<file path="config.mk">
export PLATFORM = sky130hd
export DESIGN_NAME = bus_arbiter
export DESIGN_NICKNAME = d
export VERILOG_FILES = /design/src/rtl/bus_pkg.sv /design/src/rtl/rr_picker.sv /design/src/rtl/bus_arbiter.sv
export SDC_FILE = /design/constraint.sdc
export NUM_CORES = 1
export LEC_CHECK = 0
export ABC_AREA = 1
export CAP_MARGIN = 20
export CORE_UTILIZATION = 58
export CTS_BUF_LIST = sky130_fd_sc_hd__clkbuf_8
export CTS_CLUSTER_DIAMETER = 80
export DETAILED_ROUTE_END_ITERATION = 12
export GPL_ROUTABILITY_DRIVEN = 0
export PLACE_DENSITY_LB_ADDON = 0.25
export SYNTH_ARGS = -nofsm -noshare
export SYNTH_HDL_FRONTEND = slang
export SYNTH_SLANG_ARGS = --single-unit
</file>
<file path="constraint.sdc">
create_clock -name clk -period 1.6 [get_ports clk]
set_input_delay 0.32 -clock clk [delete_from_list [all_inputs] [get_ports clk]]
set_output_delay 0.32 -clock clk [all_outputs]
set_load 0.02 [all_outputs]
</file>
<file path="src/rtl/bus_pkg.sv">
// bus_pkg: shared bus arbitration types and defaults
package bus_pkg;
   typedef enum logic [2:0] {
      IDLE       = 3'd0,
      BUSY       = 3'd1,
      SPLIT      = 3'd2,
      SPLIT_BUSY = 3'd3,
      RESUME     = 3'd4
   } arb_state_e;
   localparam int DEF_NUM_MASTERS = 2;
endpackage

</file>
<file path="src/rtl/rr_picker.sv">
// rr_picker: round-robin winner search starting after the last grant, skipping excluded masters
module rr_picker #(
   parameter int NUM_MASTERS = 2,
   parameter int SEL_WIDTH   = 1
) (
   input  logic [NUM_MASTERS-1:0] req_i,
   input  logic [SEL_WIDTH-1:0]   last_i,
   input  logic [NUM_MASTERS-1:0] excl_i,
   output logic [SEL_WIDTH-1:0]   idx_o,
   output logic                   valid_o
);
   // scan from farthest to nearest offset so the closest eligible master wins
   always_comb begin
      idx_o   = '0;
      valid_o = 1'b0;
      for (int k = NUM_MASTERS; k >= 1; k--) begin
         if (req_i[(int'(last_i) + k) % NUM_MASTERS] && !excl_i[(int'(last_i) + k) % NUM_MASTERS]) begin
            idx_o   = SEL_WIDTH'((int'(last_i) + k) % NUM_MASTERS);
            valid_o = 1'b1;
         end
      end
   end
endmodule

</file>
<file path="src/rtl/bus_arbiter.sv">
// bus_arbiter: round-robin bus ownership with split-transaction parking and resume
module bus_arbiter
   import bus_pkg::*;
#(
   parameter int NUM_MASTERS = DEF_NUM_MASTERS,
   parameter int SEL_WIDTH   = 1
) (
   input  logic                   clk,
   input  logic                   rst,
   input  logic [NUM_MASTERS-1:0] mreq,
   input  logic                   ssplit,
   output logic [NUM_MASTERS-1:0] mgrant,
   output logic [SEL_WIDTH-1:0]   msel,
   output logic [NUM_MASTERS-1:0] msplit,
   output logic                   bus_busy
);
   arb_state_e             state_q, state_d;
   logic [NUM_MASTERS-1:0] grant_q, grant_d, msplit_q, msplit_d, excl;
   logic [SEL_WIDTH-1:0]   sel_q, sel_d, last_q, last_d, sid_q, sid_d, pick;
   logic                   pick_v;
   // the parked master may not win the bus while it waits for its slave
   always_comb begin
      excl       = '0;
      excl[sid_q] = (state_q == SPLIT);
   end
   rr_picker #(.NUM_MASTERS(NUM_MASTERS), .SEL_WIDTH(SEL_WIDTH)) u_pick (
      .req_i  (mreq),
      .last_i (last_q),
      .excl_i (excl),
      .idx_o  (pick),
      .valid_o(pick_v)
   );
   // next-state, grant, split bookkeeping; release beats split, resume beats new requests
   always_comb begin
      state_d  = state_q;
      grant_d  = grant_q;
      sel_d    = sel_q;
      last_d   = last_q;
      sid_d    = sid_q;
      msplit_d = msplit_q;
      case (state_q)
         IDLE: if (pick_v) begin
            grant_d        = '0;
            grant_d[pick]  = 1'b1;
            sel_d          = pick;
            last_d         = pick;
            msplit_d[pick] = 1'b0;
            state_d        = BUSY;
         end
         BUSY: if (!mreq[sel_q]) begin
            grant_d = '0;
            state_d = IDLE;
         end else if (ssplit) begin
            sid_d           = sel_q;
            grant_d         = '0;
            msplit_d[sel_q] = 1'b1;
            state_d         = SPLIT;
         end
         SPLIT: if (!mreq[sid_q]) begin
            msplit_d[sid_q] = 1'b0;
            sid_d           = '0;
            state_d         = IDLE;
         end else if (!ssplit) begin
            grant_d         = '0;
            grant_d[sid_q]  = 1'b1;
            sel_d           = sid_q;
            last_d          = sid_q;
            msplit_d[sid_q] = 1'b0;
            state_d         = RESUME;
         end else if (pick_v) begin
            grant_d        = '0;
            grant_d[pick]  = 1'b1;
            sel_d          = pick;
            last_d         = pick;
            msplit_d[pick] = 1'b0;
            state_d        = SPLIT_BUSY;
         end
         SPLIT_BUSY: if (!mreq[sid_q]) begin
            msplit_d[sid_q] = 1'b0;
            sid_d           = '0;
            grant_d         = mreq[sel_q] ? grant_q : '0;
            state_d         = mreq[sel_q] ? BUSY : IDLE;
         end else if (!ssplit) begin
            msplit_d[sel_q] = 1'b1;
            grant_d         = '0;
            grant_d[sid_q]  = 1'b1;
            sel_d           = sid_q;
            last_d          = sid_q;
            msplit_d[sid_q] = 1'b0;
            state_d         = RESUME;
         end else if (!mreq[sel_q]) begin
            grant_d = '0;
            state_d = SPLIT;
         end
         RESUME: if (!mreq[sel_q]) begin
            grant_d = '0;
            state_d = IDLE;
         end
         default: state_d = IDLE;
      endcase
   end
   // state registers; reset drops every grant at once
   always_ff @(posedge clk or posedge rst) begin
      if (rst) begin
         state_q  <= IDLE;
         grant_q  <= '0;
         sel_q    <= '0;
         last_q   <= SEL_WIDTH'(NUM_MASTERS - 1);
         sid_q    <= '0;
         msplit_q <= '0;
      end else begin
         state_q  <= state_d;
         grant_q  <= grant_d;
         sel_q    <= sel_d;
         last_q   <= last_d;
         sid_q    <= sid_d;
         msplit_q <= msplit_d;
      end
   end
   assign mgrant   = grant_q;
   assign msel     = sel_q;
   assign msplit   = msplit_q;
   assign bus_busy = |grant_q;
endmodule

</file>
# ---- Yosys cells after proc, flatten, opt, wreduce, memory -nomap -nowiden
# Index checks and enable logic that the tools add are counted.
dict set report totals {
  input_bits 5
  reg_bits 10
}
dict set report op_classes {
  eq_ne 16
  reduce_logical 20
  bitwise 9
  order_cmp 8
  mux 70
  addsub 2
}
# operator count
set ops {}
lappend ops {{1-bit 2-to-1 mux} 36}
lappend ops {{2-bit 2-to-1 mux} 15}
lappend ops {{3-bit 2-to-1 mux} 10}
lappend ops {{3-bit one-hot mux with 5 select lines} 1}
lappend ops {{2-bit != test, second input constant} 7}
lappend ops {{2-bit one-hot mux with 5 select lines} 1}
lappend ops {{3-bit AND reduction} 3}
lappend ops {{2-bit AND} 4}
lappend ops {{4-bit != test, second input constant} 2}
lappend ops {{2-bit one-hot mux with 4 select lines} 1}
lappend ops {{4-bit AND reduction} 2}
lappend ops {{3-bit by 2-bit == test with 1-bit output, second input constant} 2}
lappend ops {{1-bit by 2-bit < comparator with 1-bit output, second input constant} 3}
lappend ops {{2-bit by 3-bit < comparator with 1-bit output, second input constant} 2}
lappend ops {{3-bit != test, second input constant} 2}
lappend ops {{1-bit one-hot mux with 3 select lines} 2}
lappend ops {{1-bit logical AND} 5}
lappend ops {{5-bit AND reduction} 1}
lappend ops {{5-bit nonzero test} 1}
lappend ops {{2-bit inverter} 2}
lappend ops {{4-bit nonzero test} 1}
lappend ops {{2-bit OR reduction} 2}
lappend ops {{1-bit demux with 1-bit select} 3}
lappend ops {{3-bit by 1-bit == test with 1-bit output, second input constant} 1}
lappend ops {{other kinds (11)} 16}

# ---- Logic depth before layout (Yosys ltp)
# Gate-level depths: netlist of the first run.
dict set report logic_depth {
  ltp_word 22
  ltp_mapped 12
  ltp_nobuf 12
}

# ---- By module
# Synthesis of the first run repeated with hierarchy kept, for this count alone.
dict set report hier_totals {
  hier_cells 190
  hier_area_um2 1089.8
}
# module seq_area_each_um2 cells_each area_each_um2 instances
set by_module_without_submodules {}
lappend by_module_without_submodules {bus_arbiter 251.5 182 1057.3 1}
lappend by_module_without_submodules {rr_picker 0.0 8 32.5 1}

# ---- Least setup slack after synthesis of the first run
# OpenSTA, ideal clock, no wires.
dict set report synth_path {
  path_kind {register -> register}
  start {register sel_q, in the netlist msel}
  end {register msplit_q[1], in the netlist msplit[1]}
  setup_ps 65
  path_stages_with_launch 9
  n_path_buf 0
  arrival_ps 1298
  slack_ps 237
  path_cell_list {dfrtp_1 nand2_1 o21ai_4 inv_2 o21ai_2 nand3_2 a21oi_1 nand2_1 nand2_1}
}
dict set report synth_via {
  elab_chain_len 9
  word_cells_on_any_way 16
}
# element line_no
set synth_lines {}
lappend synth_lines {{start, declared} bus_arbiter.sv:19} ;# logic [SEL_WIDTH-1:0] sel_q, sel_d, last_q, last_d, sid_q, sid_d, pick;
lappend synth_lines {{start signal, assigned} bus_arbiter.sv:114} ;# sel_q <= sel_d;
lappend synth_lines {{1-bit by 2-bit < comparator with 1-bit output (not written as such) / 1-bit greater-or-equal comparator (equally long branches)} {bus_arbiter.sv:56, bus_arbiter.sv:84}}
lappend synth_lines {{1-bit logical AND (not written as such)} {bus_arbiter.sv:56, bus_arbiter.sv:84}}
lappend synth_lines {{1-bit 2-to-1 mux (not written as such)} {bus_arbiter.sv:56, bus_arbiter.sv:84}}
lappend synth_lines {{1-bit demux with 1-bit select} {bus_arbiter.sv:56, bus_arbiter.sv:84}}
lappend synth_lines {{2-bit bitwise OR (no line)} -}
lappend synth_lines {{2-bit AND (no line)} -}
lappend synth_lines {{2-bit 2-to-1 mux} bus_arbiter.sv:83} ;# end else if (!ssplit) begin
lappend synth_lines {{2-bit 2-to-1 mux} bus_arbiter.sv:78} ;# SPLIT_BUSY: if (!mreq[sid_q]) begin
lappend synth_lines {{2-bit one-hot mux with 4 select lines} bus_arbiter.sv:41} ;# case (state_q)
lappend synth_lines {{end signal, assigned} bus_arbiter.sv:117} ;# msplit_q <= msplit_d;
lappend synth_lines {{end, declared} bus_arbiter.sv:18} ;# logic [NUM_MASTERS-1:0] grant_q, grant_d, msplit_q, msplit_d, excl;
# Several ways; a longest one is shown, not always the timed one. The select of a mux whose other input is x is not followed.
# A chain may end at the register's enable or synchronous reset.

# ---- Final worst setup path of the first run
dict set report layout_path {
  start {register grant_q[0], in the netlist mgrant[0]}
  end {output port mgrant[0]}
}
# element line_no
set layout_rtl {}
lappend layout_rtl {{start, declared} bus_arbiter.sv:18}
lappend layout_rtl {{start signal, assigned} bus_arbiter.sv:113} ;# grant_q <= grant_d;
lappend layout_rtl {{end, declared} bus_arbiter.sv:12} ;# output logic [NUM_MASTERS-1:0] mgrant,
# No word-level cell between the ends.

==> impl_metrics.json, run 1 <==
{
  "grt_pass1_wl_um": 5016,
  "diodes": 0,
  "syn_nets": 165,
  "syn_avg_cell_area_um2": 6.444,
  "synth_fa_ha_area_frac": 0,
  "synth.yosys.warnings": 0,
  "skew_ns": 0.009871,
  "dr.first_iter.drc_count": 117,
  "io_pins": 11,
  "cp.required_ns": 1.28,
  "die_w_um": 44.16,
  "grtUsageMet2": 0.6029,
  "wl_per_cell_um": 16.07,
  "fin_nets": 191,
  "tritoncts": "yes",
  "fin_crit_sh": 0.9797,
  "synth_simple_gate_area_frac": 0.4527,
  "grt_overflow_total": 0,
  "vias": 1266,
  "cp_num_buf_inv": 1,
  "powerDensity_mw_per_mm2": 2173,
  "core_area_mm2": 0.001577,
  "worst_path_max_delay_cell": "clkdlybuf4s50_1",
  "worst-slew-pin-transition_ns": 0.4314,
  "synth_ff_type": "dfrtp_1",
  "netlist_area_mm2": 0.001031,
  "max_freq_mhz": 637.9,
  "grtUsageMet3": 0.07755,
  "place_area_mm2": 0.001219,
  "final_util": 0.8302,
  "crit_type": "reg2out",
  "synth_seq_cells": 10,
  "io_buffers": 10,
  "ys_seq_area_frac": 0.2439,
  "stdcell_area_mm2": 0.001309,
  "path_cells": "clkdlybuf4s50_1",
  "hold_viol_final": 0,
  "remaining_drc_errors": 0,
  "dr.pass1.iters": 7,
  "cts_sinks": 10,
  "layout-drive-gt1-share": 0.3081,
  "dp_hpwl_um": 2268,
  "syn_inst": 160,
  "top_usage_layer": "met2",
  "synth_xor_area_frac": 0,
  "synth.area.top_cells": "dfrtp_1, nand2_1, inv_1",
  "grt_use_met1": 0.4520,
  "area_growth_pct": 26.94,
  "rows": 14,
  "synth_top_family_by_area": "simple AND/OR/NAND/NOR gates",
  "synth_compound_area_frac": 0.2039,
  "grt_usage": 0.3582,
  "ys_async_sr_fraction": 1.000,
  "start_kind": "register",
  "clkTransAtPathRegs_ns": 0.06,
  "fp.dieArea_mm2": 0.001950,
  "ant_nets": 0,
  "max_slew_margin": 0.7121,
  "critPathTopFamily": "buffers and inverters",
  "clockBufferDepth": 2,
  "yosys-mux-area-fraction": 0,
  "die_h_um": 44.16,
  "synth.largest_area_cell": "dfrtp_1",
  "max_stage_delay_ns": 0.62,
  "setup_viol": 0,
  "postCtsHoldBufs": 0,
  "synth-edff-count": 0,
  "viasPerCell": 6.299,
  "endpoint_kind": "output pin",
  "ir_drop_uv": 1449,
  "crit_fanout": 4,
  "synthDistinctLibCells": 29,
  "yosysTopAreaCellShare": 0.2184,
  "htreeDepth": 1,
  "cts_buffers": 3,
  "p_leak_uw": 0.0007252,
  "rsz0062_at_grt": "true",
  "fillers": 105,
  "fin_crit_ns": 1.568,
  "first_global_vias": 1062,
  "clock_latency_ns": 0.25,
  "cap_viol_max_count": 0,
  "antenna_found_initial": 0,
  "status": "finished clean",
  "timing.hold.worst.class": "in2async",
  "initial_utilization": 0.6540,
  "cts_root_buffer": "clkbuf_8",
  "report.final.slew_viol_count": 0,
  "worstPathArrival_ns": 1.25,
  "routed_wl_um": 3231,
  "grt_max_degree": 11
}
## kinds of logic (layout without fill, tap and decap cells)
group                  count (synthesis)  after routing
AND/OR/NAND/NOR                       91             91
buffers and inverters                 26             51
AO/OA/AOI/OAI                         33             33
flip-flops                            10             10
## through the flow
stage | setup WS [ns] | hold slack [ns] | TNS, ns | power, µW | instances
5_1_grt | -0.008396 | 0.4213 | -0.008396 | 3001 | 201
4_1_cts | 0.01353 | 0.3934 | 0 | 2729 | 199
3_3_place_gp | -0.1389 | 0.5121 | -0.7641 | 2340 | 195
3_5_place_dp | -0.1795 | 0.5233 | -1.064 | 2397 | 195
6_report | 0.03241 | 0.3827 | 0 | 2844 | 201
2_1_floorplan | 0.2373 | 0.1595 | 0 | 1825 | 160
## cell usage in the layout, fill, tap and decap left out, types with 5 or more instances in the layout
| master | count |
|---|---|
| dfrtp_1 | 6 |
| nand2_1 | 48 |
| a21oi_1 | 9 |
| dlymetal6s2s_1 | 5 |
| buf_4 | 11 |
| inv_1 | 14 |
| nor2_1 | 12 |
| nand2_2 | 8 |
| inv_2 | 8 |
| o21ai_0 | 7 |
## cells in the mapped netlist, types with 2 or more instances
cell       n
nand2_2    8
nand3_1    4
a22oi_1    2
nand3_2    3
o211ai_1   2
nor2_1    12
inv_2     11
nor3_1     4
o21ai_2    3
dfrtp_1    9
o21ai_1    4
o21ai_0    7
nor2_2     4
inv_1     14
nand2_1   48
nand2_4    4
a21oi_1    9
## area by class of cell
cell class	count	area, µm²	share of cell area
Clock buffer	4	55.05	0.04206
Inverter	26	110.1	0.08413
Multi-Input combinational cell	124	676.9	0.5172
Sequential cell	10	255.2	0.1950
Tap cell	16	20.02	0.01530
Timing Repair Buffer	21	191.4	0.1463
## registers in the layout (all words and copies together), names as in the netlist
name,count
msplit,2
mgrant,2
last_q,1
sid_q,1
state_q,3
msel,1
## repair_timing
| action | 4_1_cts | 5_1_grt |
|---|---|---|
| gates resized for setup | 3 | 11 |
| pin swaps | 0 | 1 |
| endpoints found under the hold margin | 0 | 0 |
| endpoints found under the setup margin | 3 | 8 |
| setup buffers | 0 | 2 |
## path summary, 6_finish.rpt
kind,to,from,slack [ns],cells after the start
max in group asynchronous,state_q[2]$_DFFE_PP0P_,rst,0.88,2
min,mgrant[1]$_DFFE_PP0P_,rst,0.38,2
min reg2reg,last_q$_DFFE_PP1P_,last_q$_DFFE_PP1P_,0.54,2
max reg2reg,state_q[0]$_DFFE_PP0P_,state_q[2]$_DFFE_PP0P_,0.08,9
max,mgrant[0],mgrant[0]$_DFFE_PP0P_,0.03,1
min in group clk,last_q$_DFFE_PP1P_,last_q$_DFFE_PP1P_,0.54,2
## metal layers
layer / vias to the layer above / routed length [µm]
met5: - / 0
met2: 103 / 1518
met1: 558 / 1236
met4: 0 / 160
met3: 35 / 315
li1: 570 / -
## power by group
group          switching (µW)  total [µW]  internal [µW]
clock network             123         341            218
logic                    1220        1920            703
registers                 184         581            397
total                    1530        2840           1320
(Power assumes the default switching activity.)
==> run 2: changes to the inputs <==
--- a/config.mk
+++ b/config.mk
@@ -6,6 +6,7 @@
 export NUM_CORES = 1
 export LEC_CHECK = 0
 export ABC_AREA = 1
+export ABC_CLOCK_PERIOD_IN_PS = 1600
 export CAP_MARGIN = 20
 export CORE_UTILIZATION = 58
 export CTS_BUF_LIST = sky130_fd_sc_hd__clkbuf_8
==> results of run 2 <==
Same layout as run 1: the final DEF is identical, and so are final timing and power.
==> run 3: changes to the inputs <==
--- a/config.mk
+++ b/config.mk
@@ -6,9 +6,9 @@
 export NUM_CORES = 1
 export LEC_CHECK = 0
 export ABC_AREA = 1
-export ABC_CLOCK_PERIOD_IN_PS = 1600
+export ABC_CLOCK_PERIOD_IN_PS = 1850
 export CAP_MARGIN = 20
-export CORE_UTILIZATION = 58
+export CORE_UTILIZATION = 62
 export CTS_BUF_LIST = sky130_fd_sc_hd__clkbuf_8
 export CTS_CLUSTER_DIAMETER = 80
 export DETAILED_ROUTE_END_ITERATION = 12
==> constraint.sdc (replaced) <==
create_clock -name clk -period 1.85 [get_ports clk]
set_input_delay 0.37 -clock clk [delete_from_list [all_inputs] [get_ports clk]]
set_output_delay 0.37 -clock clk [all_outputs]
set_load 0.02 [all_outputs]
==> impl_metrics.json, run 3 (synthesis gave the netlist of run 1 again) <==
{
  "report.final.slew_viol_count": 0,
  "clkTransAtPathRegs_ns": 0.05,
  "hold_viol_final": 0,
  "reg2reg_from": "state_q[2]$_DFFE_PP0P_",
  "final_cell_mix": "nand2_1, inv_1, nor2_1",
  "cts_root_buffer": "clkbuf_8",
  "grt_overflow_total": 0,
  "reg2reg_to": "mgrant[1]$_DFFE_PP0P_",
  "ir_drop_uv": 1287,
  "grt_pass1_wl_um": 4912,
  "routed_wl_um": 2915,
  "timing.hold.worst.class": "in2async",
  "diodes": 0,
  "grtUsageMet3": 0.07234,
  "postCtsHoldBufs": 0,
  "ff2ff_path_depth": 7,
  "status": "finished clean",
  "clockBufferDepth": 2,
  "die_h_um": 42.78,
  "grt_use_met1": 0.4840,
  "clock_latency_ns": 0.24,
  "die_w_um": 42.78,
  "core_area_mm2": 0.001524,
  "cts_setup_buffers": 0,
  "max_stage_delay_ns": 0.59,
  "worstPathArrival_ns": 1.37,
  "regArea_um2": 251.5,
  "fillers": 100,
  "antenna_found_initial": 0,
  "max_freq_mhz": 573.9,
  "fp.dieArea_mm2": 0.001830,
  "cts_sinks": 10,
  "setup_viol": 0,
  "crit_type": "reg2out",
  "rsz0062_at_grt": "false",
  "remaining_drc_errors": 0,
  "multiInputGateArea_um2": 676.9,
  "initial_utilization": 0.6765,
  "rrSetupSlack_ns": 0.24,
  "endpoint_kind": "output pin",
  "tritoncts": "yes",
  "p_leak_uw": 0.0006390,
  "worst_path_max_delay_cell": "clkdlybuf4s50_1",
  "dr.pass1.iters": 5,
  "start_kind": "register",
  "post-place-ws_ns": -0.001133,
  "powerDensity_mw_per_mm2": 1909,
  "vias": 1187,
  "max_slew_margin": 0.7125,
  "rows": 14,
  "cts_resized": 0,
  "grt_usage": 0.3596,
  "io_buffers": 10,
  "top_usage_layer": "met2",
  "largest_reg_flops": 3,
  "worst-slew-pin-transition_ns": 0.4308,
  "grtUsageMet2": 0.5364,
  "final_common_cell": "nand2_1",
  "power_uw": 2345,
  "grt_max_degree": 11,
  "crit_fanout": 4,
  "fin_crit_ns": 1.742,
  "first_global_vias": 1095,
  "fin_crit_sh": 0.9419,
  "io_pins": 11,
  "wl_per_cell_um": 15.10,
  "layout-drive-gt1-share": 0.2599,
  "viasPerCell": 6.150,
  "skew_ns": 0.001754,
  "cp.required_ns": 1.48,
  "largest_register": "state_q",
  "cap_viol_max_count": 0,
  "path_cells": "inv_1 > nand2_1 > clkdlybuf4s50_1",
  "fin_nets": 183,
  "setup_slack_ns": 0.1075,
  "area_growth_pct": 19.17,
  "cts_buffers": 3,
  "htreeDepth": 1,
  "dr.first_iter.drc_count": 116,
  "dp_hpwl_um": 2138,
  "ant_nets": 0
}
run 3: power breakdown:
part	leakage, µW	switching [µW]	internal [µW]
clock network	0.0000288	97.3	188
logic	0.000488	1000	574
registers	0.000122	146	338
total	0.000639	1250	1100
run 3: layer usage:
layer,routed length (µm),vias up
met5,0,-
met4,148,0
met3,319,25
met2,1334,94
met1,1112,519
li1,-,549
run 3: stage by stage:
step | instances | instance area [µm²] | setup TNS, ns | util | hold WS, ns
finish | 193 | 1229 | 0 | 0.8062 | 0.4218
global route | 193 | 1229 | 0 | 0.8062 | 0.4704
CTS | 193 | 1229 | 0 | 0.8062 | 0.4309
detailed placement | 189 | 1174 | -0.001133 | 0.7701 | 0.5116
global placement | 189 | 1174 | 0 | 0.7701 | 0.5031
floorplan | 160 | 1031 | 0 | - | 0.2095
run 3: worst max-delay path by stage:
stage          slack [ns]             startpoint                endpoint  cells after the start
2_1_floorplan        0.49       msel$_DFFE_PP0P_   msplit[1]$_DFFE_PP0P_                      8
3_3_place_gp        0.008                 ssplit   mgrant[1]$_DFFE_PP0P_                      7
3_5_place_dp       -0.001                 ssplit  state_q[1]$_DFFE_PP0P_                      9
4_1_cts              0.12  mgrant[1]$_DFFE_PP0P_                bus_busy                      3
5_1_grt              0.06  mgrant[1]$_DFFE_PP0P_                bus_busy                      3
6_report             0.11  mgrant[1]$_DFFE_PP0P_                bus_busy                      3
run 3: cell type report:
| cell class | instances | area share |
|---|---|---|
| clock buffers | 4 | 0.04481 |
| inverters | 26 | 0.08350 |
| multi-input cells | 124 | 0.5509 |
| flip-flops and latches | 10 | 0.2047 |
| well taps | 16 | 0.01629 |
| repair buffers | 13 | 0.09980 |
run 3: critical path, delay by kind of cell, from the launching register on:
kind / cells / cell delay, ns
buf+inv: 2 / 0.66
simple gates: 1 / 0.07
flops: 1 / 0.39
